$ cat config.mk
export PLATFORM = sky130hd
export DESIGN_NAME = timer_arbiter
export DESIGN_NICKNAME = d
export VERILOG_FILES = /design/src/rtl/timer_pkg.sv /design/src/rtl/rr_pick.sv /design/src/rtl/timer_arbiter.sv
export SDC_FILE = /design/constraint.sdc
export NUM_CORES = 1
export LEC_CHECK = 0
export ABC_AREA = 1
export CAP_MARGIN = 20
export CORE_AREA = 2 2 85 107
export DETAILED_ROUTE_END_ITERATION = 6
export DIE_AREA = 0 0 87 109
export PLACE_DENSITY_LB_ADDON = 0.2
export SYNTH_ARGS = -nofsm -noshare
export SYNTH_HDL_FRONTEND = slang
export SYNTH_SLANG_ARGS = --single-unit
$ cat constraint.sdc
create_clock -name clk -period 2.2 [get_ports clk]
set_input_delay 0.22 -clock clk [delete_from_list [all_inputs] [get_ports clk]]
set_output_delay 0.22 -clock clk [all_outputs]
set_load 0.02 [all_outputs]
$ cat src/rtl/timer_pkg.sv
// rtl/timer_pkg.sv - shared types and default sizes for the timer arbiter slice
package timer_pkg;

  typedef enum logic [2:0] {
    IDLE      = 3'd1,
    ARM       = 3'd2,
    WAIT_DONE = 3'd3,
    RELEASE   = 3'd4
  } arb_state_t;

  localparam int TIMER_CW  = 32;
  localparam int ARB_N_REQ = 4;

endpackage

$ cat src/rtl/rr_pick.sv
// rtl/rr_pick.sv - combinational round-robin selector, search starts just after last_grant
module rr_pick #(
  parameter int N_REQ = 4,
  localparam int IW   = $clog2(N_REQ)
) (
  input  logic [N_REQ-1:0] req,
  input  logic [IW-1:0]    last_grant,
  output logic             valid,
  output logic [IW-1:0]    sel
);

  localparam logic [IW:0] NR = (IW+1)'(N_REQ);

  logic [IW:0] pos;
  logic        found;

  always_comb begin
    valid = |req;
    sel   = '0;
    found = 1'b0;
    pos   = '0;
    // k = N_REQ lands back on last_grant, so it is only picked when it is the sole requester
    for (int k = 1; k <= N_REQ; k++) begin
      pos = {1'b0, last_grant} + (IW+1)'(k);
      if (pos >= NR) pos = pos - NR;
      if (!found && req[pos[IW-1:0]]) begin
        sel   = pos[IW-1:0];
        found = 1'b1;
      end
    end
  end

endmodule

$ cat src/rtl/timer_arbiter.sv
// rtl/timer_arbiter.sv - round-robin arbiter sharing one timer between N_REQ requesters
module timer_arbiter
  import timer_pkg::*;
#(
  parameter int N_REQ = ARB_N_REQ,
  parameter int CW    = TIMER_CW,
  localparam int IW   = $clog2(N_REQ)
) (
  input  logic                clk,
  input  logic                reset,
  input  logic [N_REQ-1:0]    req,
  input  logic [N_REQ*CW-1:0] req_count,
  output logic [N_REQ-1:0]    ack,
  output logic                busy,
  output logic [IW-1:0]       grant_id,
  output logic                timer_start,
  output logic [CW-1:0]       timer_count,
  input  logic                timer_done
);

  arb_state_t       state, state_n;
  logic [IW-1:0]    last_grant, last_n, grant_n, pick_sel;
  logic             pick_valid;
  logic [CW-1:0]    count_n;
  logic [N_REQ-1:0] ack_n;

  rr_pick #(.N_REQ(N_REQ)) u_pick (
    .req        (req),
    .last_grant (last_grant),
    .valid      (pick_valid),
    .sel        (pick_sel)
  );

  // Decoded from the state register only, so req never reaches the timer combinationally
  assign busy        = (state != IDLE);
  assign timer_start = (state == ARM) || (state == WAIT_DONE);

  always_ff @(posedge clk or negedge reset) begin
    if (!reset) begin
      state       <= IDLE;
      last_grant  <= IW'(N_REQ - 1);
      grant_id    <= '0;
      timer_count <= '0;
      ack         <= '0;
    end else begin
      state       <= state_n;
      last_grant  <= last_n;
      grant_id    <= grant_n;
      timer_count <= count_n;
      ack         <= ack_n;
    end
  end

  always_comb begin
    state_n = state;
    last_n  = last_grant;
    grant_n = grant_id;
    count_n = timer_count;
    ack_n   = '0;
    case (state)
      IDLE: begin
        if (pick_valid) begin
          grant_n = pick_sel;
          count_n = req_count[int'(pick_sel)*CW +: CW];
          state_n = ARM;
        end
      end
      ARM: state_n = WAIT_DONE;
      WAIT_DONE: begin
        if (timer_done) begin
          ack_n[grant_id] = 1'b1;
          last_n          = grant_id;
          state_n         = RELEASE;
        end
      end
      RELEASE: begin
        // Hold off re-arbitration until the timer is back in READY
        if (!timer_done) state_n = IDLE;
      end
      default: state_n = IDLE;
    endcase
  end

endmodule

# Word-level counts from Yosys, hierarchy flattened
# Cells that the tools add are included.
# word_totals
register_bits,43
input_bits,135
output_inout_bits,40
word_cells,71
# classes
n_addsub,8
n_lt_le_gt_ge,10
eq_ne,8
shifts,1
muxes,27
n_reduce_logical,12
# ops
cell,n
128-bit by 8-bit indexed part select with 32-bit output,1
2-bit two-way mux,8
"2-bit by 3-bit less-than comparator with 1-bit output, second input constant",5
"3-bit greater-or-equal comparator, second input constant",4
3-bit case mux with 4 select lines,1
3-bit two-way mux,3
1-bit binary-select mux with 2-bit select,4
1-bit two-way mux,8
4-bit two-way mux,2
"2-bit by 1-bit subtractor with 2-bit output, second input constant",4
"2-bit by 2-bit adder with 3-bit output, second input constant",2
"3-bit by 2-bit == test with 1-bit output, second input constant",2
"2-bit inequality test, second input constant",3
1-bit logical AND,4
2-bit AND reduction,2
4-bit OR reduction,1
"2-bit by 1-bit adder with 3-bit output, second input constant",1
"2-bit by 3-bit adder with 3-bit output, second input constant",1
"3-bit by 1-bit == test with 1-bit output, second input constant",1
"3-bit == test, second input constant",1
1-bit zero test,3
"3-bit by 1-bit inequality test with 1-bit output, second input constant",1
3-bit AND reduction,1
1-bit demux with 2-bit select,1
2 further kinds,2

# Logic depth before layout (Yosys ltp)
# depth
word_depth,16
ltp_mapped,14
mapped_depth_nobuf,13

# By module
# From an unflattened synthesis, not the netlist that was laid out.
# hier_totals
cells_unflattened,481
area_unflattened_um2,3067.9
# by_module_without_submodules
mod,n_inst,cells_each,area_per_inst_um2,seq_area_each_um2
timer_arbiter,1,431,2766.4,1079.8
rr_pick,1,50,301.5,0.0

# Least setup slack after synthesis
# Ideal clock, no wire load.
# synth_timing
path_kind,register -> register
from,register last_grant[0]
to,register timer_count[25]
setup_time_ns,0.117
arrival_time_ns,1.841
required_ns,2.083
path_slack_ns,0.241
stages_incl_launch_ff,13
n_path_buf,3
period_less_slack_ns,1.959
cell_sequence,dfstp_2 buf_4 nand2_1 nand3_1 nand2_1 nor2_8 nand4_4 buf_6 buf_8 nand3_1 nand3_1 nand3_1 nand2_1
# synth_between
elab_chain_len,16
elab_cells_between_ends,38
classes_between,add/sub: 8; order compare: 4; shift: 1; mux: 19; reduce/logical: 6
# synth_lines
element,line_no,text
from (decl),timer_arbiter.sv:22,"logic [IW-1:0] last_grant, last_n, grant_n, pick_sel;"
from (signal assigned),timer_arbiter.sv:41,last_grant <= IW'(N_REQ - 1);
from (signal assigned),timer_arbiter.sv:47,last_grant <= last_n;
2-bit by 1-bit adder with 3-bit output,rr_pick.sv:24,"pos = {1'b0, last_grant} + (IW+1)'(k);"
3-bit greater-or-equal comparator or 2-bit by 1-bit subtractor with 2-bit output (tied branches),rr_pick.sv:25,if (pos >= NR) pos = pos - NR;
2-bit two-way mux,rr_pick.sv:25,
1-bit binary-select mux with 2-bit select,rr_pick.sv:26,if (!found && req[pos[IW-1:0]]) begin
1-bit two-way mux (implied by the code),rr_pick.sv:26,
1-bit two-way mux,rr_pick.sv:26,
1-bit zero test,rr_pick.sv:26,
1-bit logical AND,rr_pick.sv:26,
1-bit two-way mux,rr_pick.sv:26,
1-bit zero test,rr_pick.sv:26,
1-bit logical AND,rr_pick.sv:26,
1-bit two-way mux,rr_pick.sv:26,
1-bit zero test,rr_pick.sv:26,
1-bit logical AND,rr_pick.sv:26,
2-bit two-way mux (*),rr_pick.sv:26,
128-bit by 8-bit indexed part select with 32-bit output (*),timer_arbiter.sv:64,count_n = req_count[int'(pick_sel)*CW +: CW];
to (signal assigned),timer_arbiter.sv:49,timer_count <= count_n;
to (decl),timer_arbiter.sv:17,"output logic [CW-1:0] timer_count,"
# Mark *: on every way between the ends. The rest lies on a longest branch, timed or not. The select of a mux whose other input is x is not followed.
# A chain may end at the register's enable or synchronous reset.

# Worst setup path after layout
# layout_timing
from,register last_grant[0]
to,register timer_count[7]
# The elaborated chain is that of the path after synthesis.

==> summary.txt <==
Timing
  – RSZ-0062 raised after global routing: yes
  – Final Hold Violating Endpoints: 0
  – Slew headroom: 65.2%
  – Final Setup Violations: 0
  – Fmax: 0.467 GHz
  – Clock skew: 0.00975 ns
  – Final min period: 2.14 ns
  – Tcrit/Tclk final: 97.4%
  – TNS Setup: 0 ns
  – Slew @ Worst Pin: 0.522 ns
  – Max-slew violations: 0

GRT
  – GRT Util Overall: 22.3%
  – Antenna violations before repair: 0
  – Vias in the first global route: 3,518
  – Global-route wire length before repair: 16,800 um
  – Pin count of the biggest net entering global routing: 46
  – Total gr overflow: 0

Routing
  – Total Routed Length: 12,600 um
  – Initial drt markers: 313
  – Vias after detailed routing: 4,008
  – DRC: 0
  – Wire per inst: 16.7 um
  – Detail Route Antenna Nets: 0
  – Via density: 5.33
  – Drt pass-1 iters: 5

Setup path
  – Setup Crit Path Kind: reg -> reg
  – Crit path max-delay cell type: dfstp_2
  – R2R cell count: 15
  – Critical Path Fanout Max: 8
  – Largest stage delay, worst path: 0.59 ns
  – Worst R2R Setup Slack: 0.06 ns
  – CP Cell Sequence: buf_12 -> buf_4 -> nand2_1 -> nand2_2 -> nand2_2 -> nand2_4 -> nor2_8 -> nand4_4 -> buf_6 -> nand2_8 -> buf_12 -> nand2_1 -> nand3_1 -> nand3_1 -> nand2_1
  – Cell mode on critical path: nand2_1
  – Reg2reg start: last_grant[0]$_DFFE_PN1P_
  – Setup crit start kind: flop
  – WP data arrival: 2.33 ns
  – Critical Path Sink Type: flop
  – Reg2reg end: timer_count[7]$_DFFE_PN0P_
  – Worst endpoint required time: 2.39 ns

Cells and area
  – Fill cells: 718
  – Final nets: 786
  – Layout cell share with drive strength beyond 1: 18.1%
  – Antenna Cells: 0
  – Final instance area: 0.00578 mm^2
  – Syn-to-layout area delta: 74.9%

CTS
  – Clock sinks: 43
  – Num CTS Buffers: 5
  – Clock root buffer: clkbuf_8
  – Reg clk slew, reported paths: 0.09 ns
  – CTS Buffer Depth: 2
  – H-tree depth: 2
  – Worst skew pair latency: 0.30 ns
  – CTS tree: yes

Synth
  – Largest cells by area after synthesis: dfrtp_1 30%, nand3_1 21%, nand2_1 18%, nand3_2 8.5%, buf_6 2.7%
  – Top-count cell post-synth: nand2_1
  – Total of warnings raised by yosys: 0
  – Cell Area, Synth: 0.00330 mm^2
  – Average size of a mapped cell: 7.23 um^2
  – Top FF cell, synth: dfrtp_1
  – Post-synthesis async set-or-reset flop share: 100%
  – Yosys top cell area share: 30.3%
  – Register area share after synthesis: 32.7%
  – Yosys top cell by area: dfrtp_1
  – Synth Register Bits: 43
  – Commonest cells post-synth: 160 x nand2_1, 138 x nand3_1, 40 x dfrtp_1
  – Number of flops mapped to enable cells by yosys: 0
  – Synth unique cells: 30
  – Synth Instances: 457
  – Syn_nets: 592

Power and ir drop
  – Max VDD drop: 0.00116 V
  – Leak: 2.66 nW
  – Tot Pwr: 0.0115 W
  – Clock Power Share: 5.7%
  – Switch share: 48.5%
  – Power density over the cells: 1990 mW/mm^2
  – Reg power frac: 12.6%
  – Sw Pwr: 0.00557 W
  – Internal power: 0.00591 W
  – Logic pwr share: 81.6%

Floorplanning
  – Die area: 0.00948 mm^2
  – Die X: 87 um
  – Core Rows: 38
  – Initial Util: 38.8%
  – Top Ports: 175
  – Core area: 0.00851 mm^2
  – Die Y: 109 um

Placement
  – I/O Buffers: 174
  – DP Area: 0.00514 mm^2
  – Post-DP HPWL: 8100 um
  – Placer Congestion: 0.796

Outcome
  – Outcome: finished clean

Worst hold path
  – HP Class: in -> async

Flow run
  – Max Cap Viol: 0
worst max-delay path: cells and delay by family, from the launching register on:
kind | cells | cell delay [ns]
buf+inv | 4 | 0.54
simple gates | 11 | 0.90
flops | 1 | 0.59
layer usage:
metal | global-route usage [%] | wire length (um)
met1 | 26.9 | 4740
met2 | 39.0 | 6550
met3 | 4.47 | 879
met4 | 8.04 | 422
met5 | 0 | 0
how the worst max path moves through the flow:
stage                                         start                          end  slack [ns]  depth (start not counted)
after floorplan           last_grant[0]$_DFFE_PN1P_  timer_count[25]$_DFFE_PN0P_        0.24                         12
after global placement    last_grant[0]$_DFFE_PN1P_  timer_count[21]$_DFFE_PN0P_        0.03                         13
after detailed placement                     req[3]  timer_count[15]$_DFFE_PN0P_       -0.03                         13
after CTS                 last_grant[1]$_DFFE_PN1P_   timer_count[7]$_DFFE_PN0P_        0.03                         11
after global routing      last_grant[0]$_DFFE_PN1P_   timer_count[7]$_DFFE_PN0P_       -0.03                         15
final                     last_grant[0]$_DFFE_PN1P_   timer_count[7]$_DFFE_PN0P_        0.06                         15
layout by cell type, fill, tap and decap left out, types with 2 or more instances in the layout:
cell / n
nand2_1: 153
nand2_4: 6
nand2_2: 9
o21ai_4: 2
nor4_1: 2
dfrtp_1: 40
nor2_1: 7
clkdlybuf4s50_1: 173
nand3_2: 32
buf_6: 4
clkbuf_8: 6
clkbuf_16: 9
buf_4: 15
buf_8: 3
buf_12: 12
inv_2: 2
nand4_1: 2
nor3_1: 2
inv_1: 13
dfstp_2: 3
nand3_1: 134
o21ai_0: 4
nand2_8: 2
cell type report:
class	count	area, um^2	share of cell area [%]
Clock inverter	2	35.0	0.606
Timing Repair Buffer	219	2420	41.9
Multi-Input combinational cell	365	1970	34.1
Inverter	17	66.3	1.15
Sequential cell	43	1080	18.7
Tap cell	100	125	2.17
Clock buffer	6	82.6	1.43
sequential cells by signal, summed over array words and instances, names as in the netlist:
register	flops
last_grant	2
ack	4
timer_count	32
grant_id	2
state	3
power groups by stage:
stage	Sequential, W	Combinational [W]	Clock (W)
4_1_cts	0.00146	0.00750	0.000664
3_3_place_gp	0.00147	0.00727	0
2_1_floorplan	0.00182	0.00493	0
6_report	0.00145	0.00937	0.000658
5_1_grt	0.00148	0.0101	0.000701
3_5_place_dp	0.00148	0.00741	0
repair_timing:
action | 4_1_cts | 5_1_grt
gates resized for setup | 1 | 25
endpoints found under the setup margin | 17 | 33
buffers inserted | 1 | 15
pin swaps | 0 | 20
hold buffers | 1 | 0
endpoints found under the hold margin | 17 | 0
gates cloned | 0 | 13
cell families (layout without fill, tap and decap cells):
kind of cell	count (synthesis)	in the layout	synth area share [%]
AOI/OAI and AO/OA	10	10	2.88
DFF	43	43	32.7
and+or+nand+nor	354	355	54.1
buffers and inverters	50	244	10.3
per-stage QoR:
step / setup WS (ns) / utilization [%] / hold slack [ns] / std cells
2_1_floorplan: 0.241 / - / -0.0756 / 457
3_3_place_gp: 0.0272 / 60.4 / 0.220 / 714
3_5_place_dp: -0.0292 / 60.4 / 0.220 / 714
4_1_cts: 0.0328 / 62.2 / 0.436 / 724
5_1_grt: -0.0321 / 67.9 / 0.452 / 752
6_report: 0.0571 / 67.9 / 0.417 / 752
Power figures use the tool's default switching activity.
